File: src/rtl/fdtd_ez_sequencer.sv
// FDTD Ez sequencer: drives the Hy sweep, the Ez sweep and the source load for a
// programmed number of time steps. The strobes are mutually exclusive, so the
// {calc_Ez_en, calc_src_en} selector code 2'b11 can never occur.
module fdtd_ez_sequencer #(
    parameter int unsigned CELL_NUM   = 200,
    parameter int unsigned SRC_POS    = 100,
    parameter int unsigned ADDR_WIDTH = 8,
    parameter int unsigned STEP_WIDTH = 16
) (
    input  logic                  CLK,
    input  logic                  RST,
    input  logic                  start_i,
    input  logic                  abort_i,
    input  logic [STEP_WIDTH-1:0] step_num_i,
    input  logic                  calc_ready_i,
    output logic                  calc_Hy_en_o,
    output logic                  calc_Ez_en_o,
    output logic                  calc_src_en_o,
    output logic [ADDR_WIDTH-1:0] cell_addr_o,
    output logic [STEP_WIDTH-1:0] step_cnt_o,
    output logic                  busy_o,
    output logic                  done_o
);

    localparam logic [ADDR_WIDTH-1:0] LastAddr = ADDR_WIDTH'(CELL_NUM - 1);
    localparam logic [ADDR_WIDTH-1:0] SrcAddr  = ADDR_WIDTH'(SRC_POS);

    typedef enum logic [2:0] {StIdle, StCalcH, StCalcE, StLoadSrc, StDone} state_e;

    state_e                state_q, state_d;
    logic [ADDR_WIDTH-1:0] addr_q, addr_d;
    logic [STEP_WIDTH-1:0] step_q, step_d;
    logic [STEP_WIDTH-1:0] num_q, num_d;
    logic                  hy_q, hy_d;
    logic                  ez_q, ez_d;
    logic                  src_q, src_d;
    logic                  busy_q, busy_d;
    logic                  done_q, done_d;

    // Next-state logic; output flops are a decode of the next state so every
    // output comes straight from a register.
    always_comb begin
        state_d = state_q;
        addr_d  = addr_q;
        step_d  = step_q;
        num_d   = num_q;

        unique case (state_q)
            StIdle: begin
                if (start_i && !abort_i) begin
                    step_d = '0;
                    addr_d = '0;
                    if (step_num_i != '0) begin
                        num_d   = step_num_i;
                        state_d = StCalcH;
                    end else begin
                        state_d = StDone;
                    end
                end
            end
            StCalcH: begin
                if (calc_ready_i) begin
                    if (addr_q == LastAddr) begin
                        addr_d  = '0;
                        state_d = StCalcE;
                    end else begin
                        addr_d = addr_q + 1'b1;
                    end
                end
            end
            StCalcE: begin
                if (calc_ready_i) begin
                    if (addr_q == LastAddr) begin
                        addr_d  = SrcAddr;
                        state_d = StLoadSrc;
                    end else begin
                        addr_d = addr_q + 1'b1;
                    end
                end
            end
            StLoadSrc: begin
                if (calc_ready_i) begin
                    if (step_q == num_q - STEP_WIDTH'(1)) begin
                        state_d = StDone;
                    end else begin
                        step_d  = step_q + 1'b1;
                        addr_d  = '0;
                        state_d = StCalcH;
                    end
                end
            end
            StDone: begin
                state_d = StIdle;
            end
            default: begin
                state_d = StIdle;
            end
        endcase

        // Abort overrides any progress made above.
        if (abort_i && state_q != StIdle) begin
            state_d = StIdle;
            addr_d  = '0;
            step_d  = '0;
        end

        hy_d   = (state_d == StCalcH);
        ez_d   = (state_d == StCalcE);
        src_d  = (state_d == StLoadSrc);
        busy_d = hy_d || ez_d || src_d;
        done_d = (state_d == StDone);
    end

    // State and output registers with synchronous reset.
    always_ff @(posedge CLK) begin
        if (RST) begin
            state_q <= StIdle;
            addr_q  <= '0;
            step_q  <= '0;
            num_q   <= '0;
            hy_q    <= 1'b0;
            ez_q    <= 1'b0;
            src_q   <= 1'b0;
            busy_q  <= 1'b0;
            done_q  <= 1'b0;
        end else begin
            state_q <= state_d;
            addr_q  <= addr_d;
            step_q  <= step_d;
            num_q   <= num_d;
            hy_q    <= hy_d;
            ez_q    <= ez_d;
            src_q   <= src_d;
            busy_q  <= busy_d;
            done_q  <= done_d;
        end
    end

    assign calc_Hy_en_o  = hy_q;
    assign calc_Ez_en_o  = ez_q;
    assign calc_src_en_o = src_q;
    assign cell_addr_o   = addr_q;
    assign step_cnt_o    = step_q;
    assign busy_o        = busy_q;
    assign done_o        = done_q;

endmodule

File: config.mk
export PLATFORM = sky130hd
export DESIGN_NAME = fdtd_ez_sequencer
export DESIGN_NICKNAME = d
export VERILOG_FILES = /design/src/rtl/fdtd_ez_sequencer.sv
export SDC_FILE = /design/constraint.sdc
export NUM_CORES = 1
export LEC_CHECK = 0
export BUFFER_PORTS_ARGS = -buffer_cell sky130_fd_sc_hd__buf_2
export CORE_UTILIZATION = 54
export DETAILED_ROUTE_END_ITERATION = 7
export PLACE_DENSITY_LB_ADDON = 0.25
export SLEW_MARGIN = 20
export SYNTH_ARGS = -nofsm -noshare
export SYNTH_HDL_FRONTEND = slang
export SYNTH_SLANG_ARGS = --single-unit
File: constraint.sdc
create_clock -name CLK -period 4.8 [get_ports CLK]
set_clock_uncertainty 0.05 [all_clocks]
set_input_delay 0 -clock CLK [delete_from_list [all_inputs] [get_ports CLK]]
set_output_delay 0 -clock CLK [all_outputs]
set_load 0.005 [all_outputs]
# After elaboration in Yosys (flattened, before gate mapping)
# Cells that the tools add are included.
# op_classes
addsub	3
n_eq_ne	14
muxes	22
n_reduce_logical	14
# op_table
op	count
$mux 8	7
$mux 16	3
$pmux 16 s2	1
$pmux 8 s4	1
$mux 3	9
$add 16x1->16 const B	1
$eq 16x16->1	1
$reduce_bool 16->1	1
$sub 16x1->16 const B	1
$eq 3x2->1 const B	4
$pmux 3 s4	1
$ne 2x2->1 const B	5
$add 8x1->8 const B	1
$eq 8x8->1 const B	1
$eq 3x1->1 const B	2
$reduce_and 6->1	1
$reduce_and 4->1	1
$reduce_bool 4->1	1
$eq 3x3->1 const B	1
$logic_not 3->1	1
$reduce_and 3->1	1
$reduce_bool 3->1	1
$logic_and 1x1->1	2
$logic_or 1x1->1	2
other kinds (3)	3
# totals
reg_bits	48
input_bits	21
out_inout_bits	29
elab_cells	62

# Logic depth before layout (Yosys ltp)
# Gate-level depths: netlist (run 1).
# logic_depth
word_depth	9
depth_mapped	12
ltp_nobuf	10

# Worst setup path before layout (run 1)
# OpenSTA, ideal clock, no wires.
# synth_timing
path_type	flip-flop to flip-flop
startpoint	register num_q[5]
endpoint	register addr_q[6], in the netlist cell_addr_o[6]
setup_ns	0.092
arrival_time_ns	3.059
required_time_ns	4.658
slack_ns	1.598
path_stages_with_launch	10
n_path_buf	1
period_less_slack_ns	3.202
cell_sequence	dfxtp_1 -> or4_1 -> buf_2 -> nor4_1 -> xnor2_1 -> or4b_2 -> or4_4 -> or3_4 -> and3_1 -> o32ai_1
# synth_via
elab_chain_len	4
# synth_lines
element	line_no	text
start: declaration	33	logic [STEP_WIDTH-1:0] num_q, num_d;
start signal: assignment	130	num_q <= num_d;
$sub 16x1->16	83	if (step_q == num_q - STEP_WIDTH'(1)) begin
$eq 16x16->1	83	
$ne 2x2->1 (no line)	n/a	
$reduce_and 6->1 (no line)	n/a	
end signal: assignment	128	addr_q <= addr_d;
end: declaration	31	logic [ADDR_WIDTH-1:0] addr_q, addr_d;
# Every way passes these cells.
# A chain may end at the register's enable or synchronous reset.

# Worst setup path after layout (run 1)
# layout_timing
startpoint	register num_q[5]
endpoint	register src_q, in the netlist calc_src_en_o
# layout_via
elab_chain_len	7
# layout_lines
element	line_no	text
$sub 16x1->16	83	
$eq 16x16->1	83	
$mux 3	83	
$mux 3	82	if (calc_ready_i) begin
$pmux 3 s4	48	unique case (state_q)
$mux 3	101	if (abort_i && state_q != StIdle) begin
$eq 3x2->1	109	src_d = (state_d == StLoadSrc);
end signal: assignment	133	src_q <= src_d;
end: declaration	36	logic src_q, src_d;
# Every way passes these cells.

==> results.yml, run 1 <==
placed_design:
  portBuffers: 49
  post_placement_worst_setup_slack_ps: 1330
  hpwl_um: 5540
  gp_congestion: 0.925
layout:
  filler_cell_count: 447
  mostFrequentLayoutCells: "49 x buf_2, 48 x dfxtp_1, 37 x nor2_1, 37 x nand2_1, 30 x mux2i_1"
  drive_above_1_share_pct: 17.3
  multiInputGateArea_mm2: 0.00192
  design.final.nets: 451
  area.sequential_um2: 961
  final_common_cell: "buf_2"
  antennaDiodeCount: 0
  layout.core_utilization_pct: 67.0
  areaGrowthSynthToFinish_pct: 16.7
setup_path:
  worst_setup_path_end_kind: "flop"
  arrival_ps: 3700
  r2r_cells: 8
  r2r_start: "num_q[5]"
  reg2reg_slack_ps: 1250
  worst_setup_path_startpoint: "num_q[5]"
  crit_end: "calc_src_en_o"
  critPathRequiredTime_ps: 4950
  worst-path-max-fanout: 9
  timing.rr.end: "calc_src_en_o"
  path_type_of_the_worst_setup_path: "reg -> reg"
  cp-start-kind: "flop"
min_path:
  timing.hold.worst.class: "in -> reg"
detailed_routing:
  pre_repair_dr_iteration_count: 5
  vias: 3061
  wl_um: 7860
  post_drt_via_cell_ratio: 6.15
  drt_first_iter_violations: 247
  wl_per_cell_um: 15.8
  post-route-drc-count: 0
  antenna_left: 0
synthesis:
  syn_area_per_cell_um2: 7.93
  main_combinational_cell_family_by_area_after_synthesis: "simple AND/OR/NAND/NOR gates"
  count_of_flip_flops_with_a_built_in_enable_after_synthesis: 0
  synthesis.instances: 377
  synth.distinct_cells: 52
  synthArstFlopShare_pct: 0
  synth_top_area_share_pct: 32.2
  postSynthNetCount: 401
  synth_area_leaders: "dfxtp_1 32%, mux2i_1 10%, nand2_1 4.6%"
  synth_mux_area_share_pct: 10.1
  post_synth_and_or_nand_nor_area_fraction_pct: 31.6
  synth-adder-area-share_pct: 1.26
  yosys_register_bits: 48
  ys.warnings.count: 0
  mapped_cell_area_mm2: 0.00299
  synth-compound-area-share_pct: 16.2
  yosys.area.top_type: "dfxtp_1"
  fraction_of_synthesized_cell_area_in_xor_and_xnor_cells_pct: 4.98
  ys_dominant_reg_cell: "dfxtp_1"
  synth_seq_area_share_pct: 32.2
sta:
  maxSlewHeadroom_pct: 29.6
  holdWs_ps: 29.1
  postLayoutSetupSlackWorst_ps: 1250
  timing_max_transition_violations_final: 0
  worst-slew-pin-transition_ps: 1050
  highest_attainable_clock_frequency_mhz: 281
  fin_crit_sh_pct: 74.0
  total_of_endpoints_with_negative_setup_slack_in_the_final_report: 0
  period_needed_ps: 3550
  hold_viol_final: 0
  grt_setup_unrepaired: "false"
  totalNegativeSetupSlack_ps: 0
die:
  die_height_um: 76.4
  floorplan.die_area_mm2: 0.00583
  initial_core_utilization_pct: 57.4
  io_pins: 50
  die_w_um: 76.4
  core-area_mm2: 0.00520
  core.rowCount: 26
cts:
  cts_tree: "yes"
  clock_path_buffers: 2
  clk-insertion-delay-late_ps: 300
  numClockSinks: 48
  numCtsBuffers: 5
  cts_repair_resize_count: 0
  cts.hold.buffers_added: 16
  post-cts-setup-buffers: 0
  cts_root_buffer: "clkbuf_8"
  ctsHtreeMaxLevel: 2
  clk_transition_reported_paths_ps: 90
power_and_ir_drop:
  internal_power_mw: 0.598
  power.density_cell_area_mw_per_mm2: 239
  leak_pwr_nw: 1.51
  pwr-share-comb_pct: 19.7
  power.share.switching_pct: 28.2
  max-vdd-ir-drop_mv: 0.135
  switchingPower_mw: 0.235
  relative_contribution_of_the_clock_network_to_total_power_pct: 29.9
  report.power.total_mw: 0.833
  seq_power_share_pct: 50.4
global_route:
  grt_pass1_wl_um: 13400
  groute.usage.overall_pct: 28.1
  grt_pass1_vias: 2819
  grt_start_max_net_pins: 22
  antenna_found_initial: 0
  global_route.overflow_total: 0
run_status:
  run_status: "finished clean"
flow_run:
  timing.max_cap.violations: 0
cells by family (layout without fill, tap and decap cells):
family | Yosys count | count (layout)
buffers and inverters | 29 | 80
adders and majority gates | 3 | 3
xor gates and xnor gates | 17 | 17
and+or+nand+nor | 177 | 177
AOI/OAI and AO/OA | 73 | 73
muxes | 30 | 30
DFF | 48 | 48
how the worst min path moves through the flow:
stage                     slack [ps]      startpoint  cells past startpoint           end
final                             30         abort_i                      4  calc_Ez_en_o
after global routing              60             RST                      2      num_q[3]
after CTS                         30         abort_i                      4  calc_Ez_en_o
after detailed placement         200   step_num_i[0]                      3      num_q[0]
after global placement           200  step_num_i[14]                      3     num_q[14]
after floorplan                   90   step_num_i[0]                      2      num_q[0]
cell type report:
cell class | instances | area share [%]
inverters | 7 | 0.753
multi-input cells | 300 | 55.0
repair buffers | 65 | 11.6
well taps | 70 | 2.51
flip-flops and latches | 48 | 27.6
clock buffers | 8 | 2.58
state kept, by name, summed over array words and instances, names as in the netlist:
signal and flops:
calc_src_en_o 1, num_q 16, state_q 3, busy_o 1, done_o 1, step_cnt_o 16, calc_Hy_en_o 1, calc_Ez_en_o 1
cell_addr_o 8
synthesized netlist by cell type, types with 2 or more instances:
library cell / instances
clkbuf_1: 21
dfxtp_1: 48
nor2b_1: 3
o311ai_0: 2
ha_1: 3
a21oi_1: 16
o21a_1: 2
and3_1: 9
nor2_1: 37
o21ai_0: 18
a211oi_1: 10
a31oi_1: 7
or2_2: 10
xnor2_1: 9
nor3_1: 10
nor3b_1: 3
inv_1: 7
nand2_1: 37
xor2_1: 8
o2111ai_1: 3
nor4b_1: 2
nand2b_1: 6
and2_1: 2
o32ai_1: 2
nor4_1: 9
nand4_1: 8
nand3_1: 10
or4_1: 5
or3_1: 18
mux2i_1: 30
metal layers:
metal / track usage (%) / part of all wire, % / vias up
met3: 3.35 / 5.7 / 17
met1: 37.0 / 45 / 1445
met2: 47.3 / 47 / 116
met4: 10.0 / 1.9 / 0
met5: 0 / 0 / -
li1: - / - / 1483
critical path, stage by stage (launching register included):
cell and delay, ps:
dfxtp_1 360, or4_1 650, nor4_1 400, xnor2_1 150, or4b_2 610, or4_4 490, o21ai_4 320, o211ai_2 190
and3_1 250
power by group through the flow:
stage | Clock, mW | Combinational [mW] | Sequential (mW)
floorplan | 0 | 0.120 | 0.423
global placement | 0 | 0.147 | 0.428
detailed placement | 0 | 0.151 | 0.428
CTS | 0.253 | 0.161 | 0.419
global route | 0.267 | 0.181 | 0.421
finish | 0.249 | 0.164 | 0.420
through the flow:
step           area [um^2]  instances
2_1_floorplan         2990        377
3_3_place_gp          3240        474
3_5_place_dp          3240        474
4_1_cts               3490        498
5_1_grt               3490        498
6_report              3490        498
(Power assumes the default switching activity.)
==> run 2, diff against run 1 <==
- ABC_AREA: not set -> 1
- CORE_UTILIZATION: 54 -> 52
- clock period: 4.8 -> 3 ns (I/O delays scaled with it)
==> run 2 against run 1 <==
  * Via count is 9.2% higher
  * Routed wire length is 1.6% higher
  * Combinational power rose by 130%
  * Register-to-register slack worse by 690 ps
  * Non-clock buffer count rose by 3
  * Hold slack better by 20 ps
  * Design area increased by 7.3%
  * Global-route usage decreased by 2.1 points
  * Power rose by 73%
  * Final cell count up 28%
  * Sequential power grew 65%
  * Count of clock-buffer cells in the layout shrank 2
  * Critical path type unchanged
  * Largest cell class unchanged
==> results.yml, run 2 <==
global_route:
  antenna_found_initial: 0
  grt_pass1_vias: 3030
  global_route.overflow_total: 0
  grt_pass1_wl_um: 13400
  groute.usage.overall_pct: 26.0
  grt_start_max_net_pins: 24
die:
  die_w_um: 80.5
  core-area_mm2: 0.00592
  core.rowCount: 28
  io_pins: 50
  initial_core_utilization_pct: 54.1
  die_height_um: 80.5
  floorplan.die_area_mm2: 0.00648
sta:
  grt_setup_unrepaired: "false"
  hold_viol_final: 0
  worst-slew-pin-transition_ps: 783
  fin_crit_sh_pct: 81.3
  totalNegativeSetupSlack_ps: 0
  timing_max_transition_violations_final: 0
  total_of_endpoints_with_negative_setup_slack_in_the_final_report: 0
  period_needed_ps: 2440
  highest_attainable_clock_frequency_mhz: 410
  maxSlewHeadroom_pct: 47.4
  postLayoutSetupSlackWorst_ps: 560
setup_path:
  worst_setup_path_end_kind: "flop"
  cp-start-kind: "flop"
  slowest_delay_ps: 320
  critical-path-top-delay-family: "simple AND/OR/NAND/NOR gates"
  timing.critical_path.mode_cell: "nand2_1"
  worst-path-max-fanout: 9
  critPathRequiredTime_ps: 3120
  path_type_of_the_worst_setup_path: "reg -> reg"
  arrival_ps: 2560
  worstPathBufferInverterCount: 1
  list_of_cells_traversed_by_the_critical_path: "inv_1, ha_1, nand2_2, nor2_4, nand2_1, nand2_1, nand2_1, nor2_1, nand2_1, nor2_1, nand4_2, nand2_2, nand2_1, nand2_1, nor2_1"
  worst_path_max_delay_cell: "dfxtp_1"
synthesis:
  yosys.area.top_type: "dfxtp_1"
  ys_top_cells_by_count: "106 x nand2_1, 92 x nor2_1, 48 x dfxtp_1"
  ys.warnings.count: 0
  synth_top_area_share_pct: 30.0
  synth_area_leaders: "dfxtp_1 30%, nand2_1 12%, nor2_1 11%"
  post-synth-top-count-cell: "nand2_1"
  synth.distinct_cells: 36
  yosys_register_bits: 48
  count_of_flip_flops_with_a_built_in_enable_after_synthesis: 0
  syn_area_per_cell_um2: 6.41
  postSynthNetCount: 524
  synthesis.instances: 500
  synthArstFlopShare_pct: 0
  synth_seq_area_share_pct: 30.0
  mapped_cell_area_mm2: 0.00320
  ys_dominant_reg_cell: "dfxtp_1"
cts:
  cts_root_buffer: "clkbuf_8"
  cts.hold.buffers_added: 17
  clk-insertion-delay-late_ps: 300
  numCtsBuffers: 5
  clock_path_buffers: 2
  ctsHtreeMaxLevel: 2
  cts_repair_resize_count: 0
  numClockSinks: 48
  cts_tree: "yes"
  clk_transition_reported_paths_ps: 90
  post-cts-setup-buffers: 0
power_and_ir_drop:
  switchingPower_mw: 0.479
  leak_pwr_nw: 1.60
  power.share.switching_pct: 33.1
  internal_power_mw: 0.966
  pwr-share-comb_pct: 26.6
  seq_power_share_pct: 48.2
  report.power.total_mw: 1.44
  power.density_cell_area_mw_per_mm2: 386
  relative_contribution_of_the_clock_network_to_total_power_pct: 25.3
  max-vdd-ir-drop_mv: 0.283
layout:
  design.final.nets: 586
  mostFrequentLayoutCells: "106 x nand2_1, 92 x nor2_1, 49 x buf_2, 48 x dfxtp_1, 47 x inv_1"
  drive_above_1_share_pct: 15.1
  final_cells: 637
  areaGrowthSynthToFinish_pct: 16.8
  multiInputGateArea_mm2: 0.00199
  filler_cell_count: 555
  area.sequential_um2: 961
  final_common_cell: "nand2_1"
  layout.core_utilization_pct: 63.2
  antennaDiodeCount: 0
detailed_routing:
  antenna_left: 0
  post-route-drc-count: 0
  wl_um: 7980
  vias: 3342
  highest-signal-layer: "met4"
  wl_per_cell_um: 12.5
  post_drt_via_cell_ratio: 5.25
  route.layer.met1.wl_um: 3610
  drt_first_iter_violations: 222
  wl_met2_um: 3810
  routed-wl-met3_um: 426
  pre_repair_dr_iteration_count: 5
flow_run:
  timing.max_cap.violations: 0
placed_design:
  placedCellCount: 613
  gp_congestion: 0.952
  post_placement_worst_setup_slack_ps: 600
  hpwl_um: 5940
  portBuffers: 49
run_status:
  run_status: "finished clean"
min_path:
  timing.hold.worst.class: "in -> reg"
[run 2: cell types whose count changed after synthesis, sizes merged, moves of 20 or more]
| cell | change |
|---|---|
| mux2i | -30 |
| inv | +42 |
| nand2 | +76 |
| nor2 | +62 |
| nand3 | +32 |
| or3 | -20 |
[run 2: metal layers]
| layer | vias to the layer above | track usage (%) |
|---|---|---|
| met5 | - | 0 |
| met4 | 0 | 6.96 |
| met3 | 14 | 4.32 |
| met2 | 90 | 46.3 |
| met1 | 1512 | 32.0 |
| li1 | 1726 | - |
[run 2: area by class of cell]
type | count | share of cell area [%]
tap | 75 | 2.51
clock buffer | 6 | 1.94
inverter | 50 | 5.02
clock inverter | 1 | 0.134
multi-input combinational | 389 | 53.2
timing repair buffer | 68 | 11.5
sequential | 48 | 25.7
[run 2: final timing paths]
path	from	end	slack, ps	depth (start not counted)
max reg2reg	num_q[0]	cell_addr_o[1]	560	15
min	calc_ready_i	done_o	50	5
max	num_q[0]	cell_addr_o[1]	560	15
min reg2reg	cell_addr_o[7]	cell_addr_o[7]	470	2
[run 2: cells by family after synthesis]
family	after synthesis	share of synthesized area, %
flops	48	30.0
xor+xnor	33	9.02
simple gates	288	40.7
compound gates	65	11.2
buf+inv	63	7.89
fa+ha+maj	3	1.17
[run 2: worst reg2reg max path: cells and delay by family, from the launching register on]
kind	cells	cell delay, ps
and+or+nand+nor	13	1510
DFF	1	320
adders and majority gates	1	290
buffers and inverters	1	150
[run 2: through the flow]
step	cell area (um^2)	hold slack, ps
detailed placement	3490	196
finish	3740	49.5
global placement	3490	188
global route	3740	97.4
CTS	3740	44.9
floorplan	3200	84.9
[run 2: power by group through the flow]
stage / clock network, mW / logic, mW / registers, mW
after floorplan: 0 / 0.286 / 0.700
after global placement: 0 / 0.353 / 0.710
after detailed placement: 0 / 0.358 / 0.710
after CTS: 0.370 / 0.377 / 0.695
after global routing: 0.397 / 0.433 / 0.699
final: 0.365 / 0.384 / 0.695
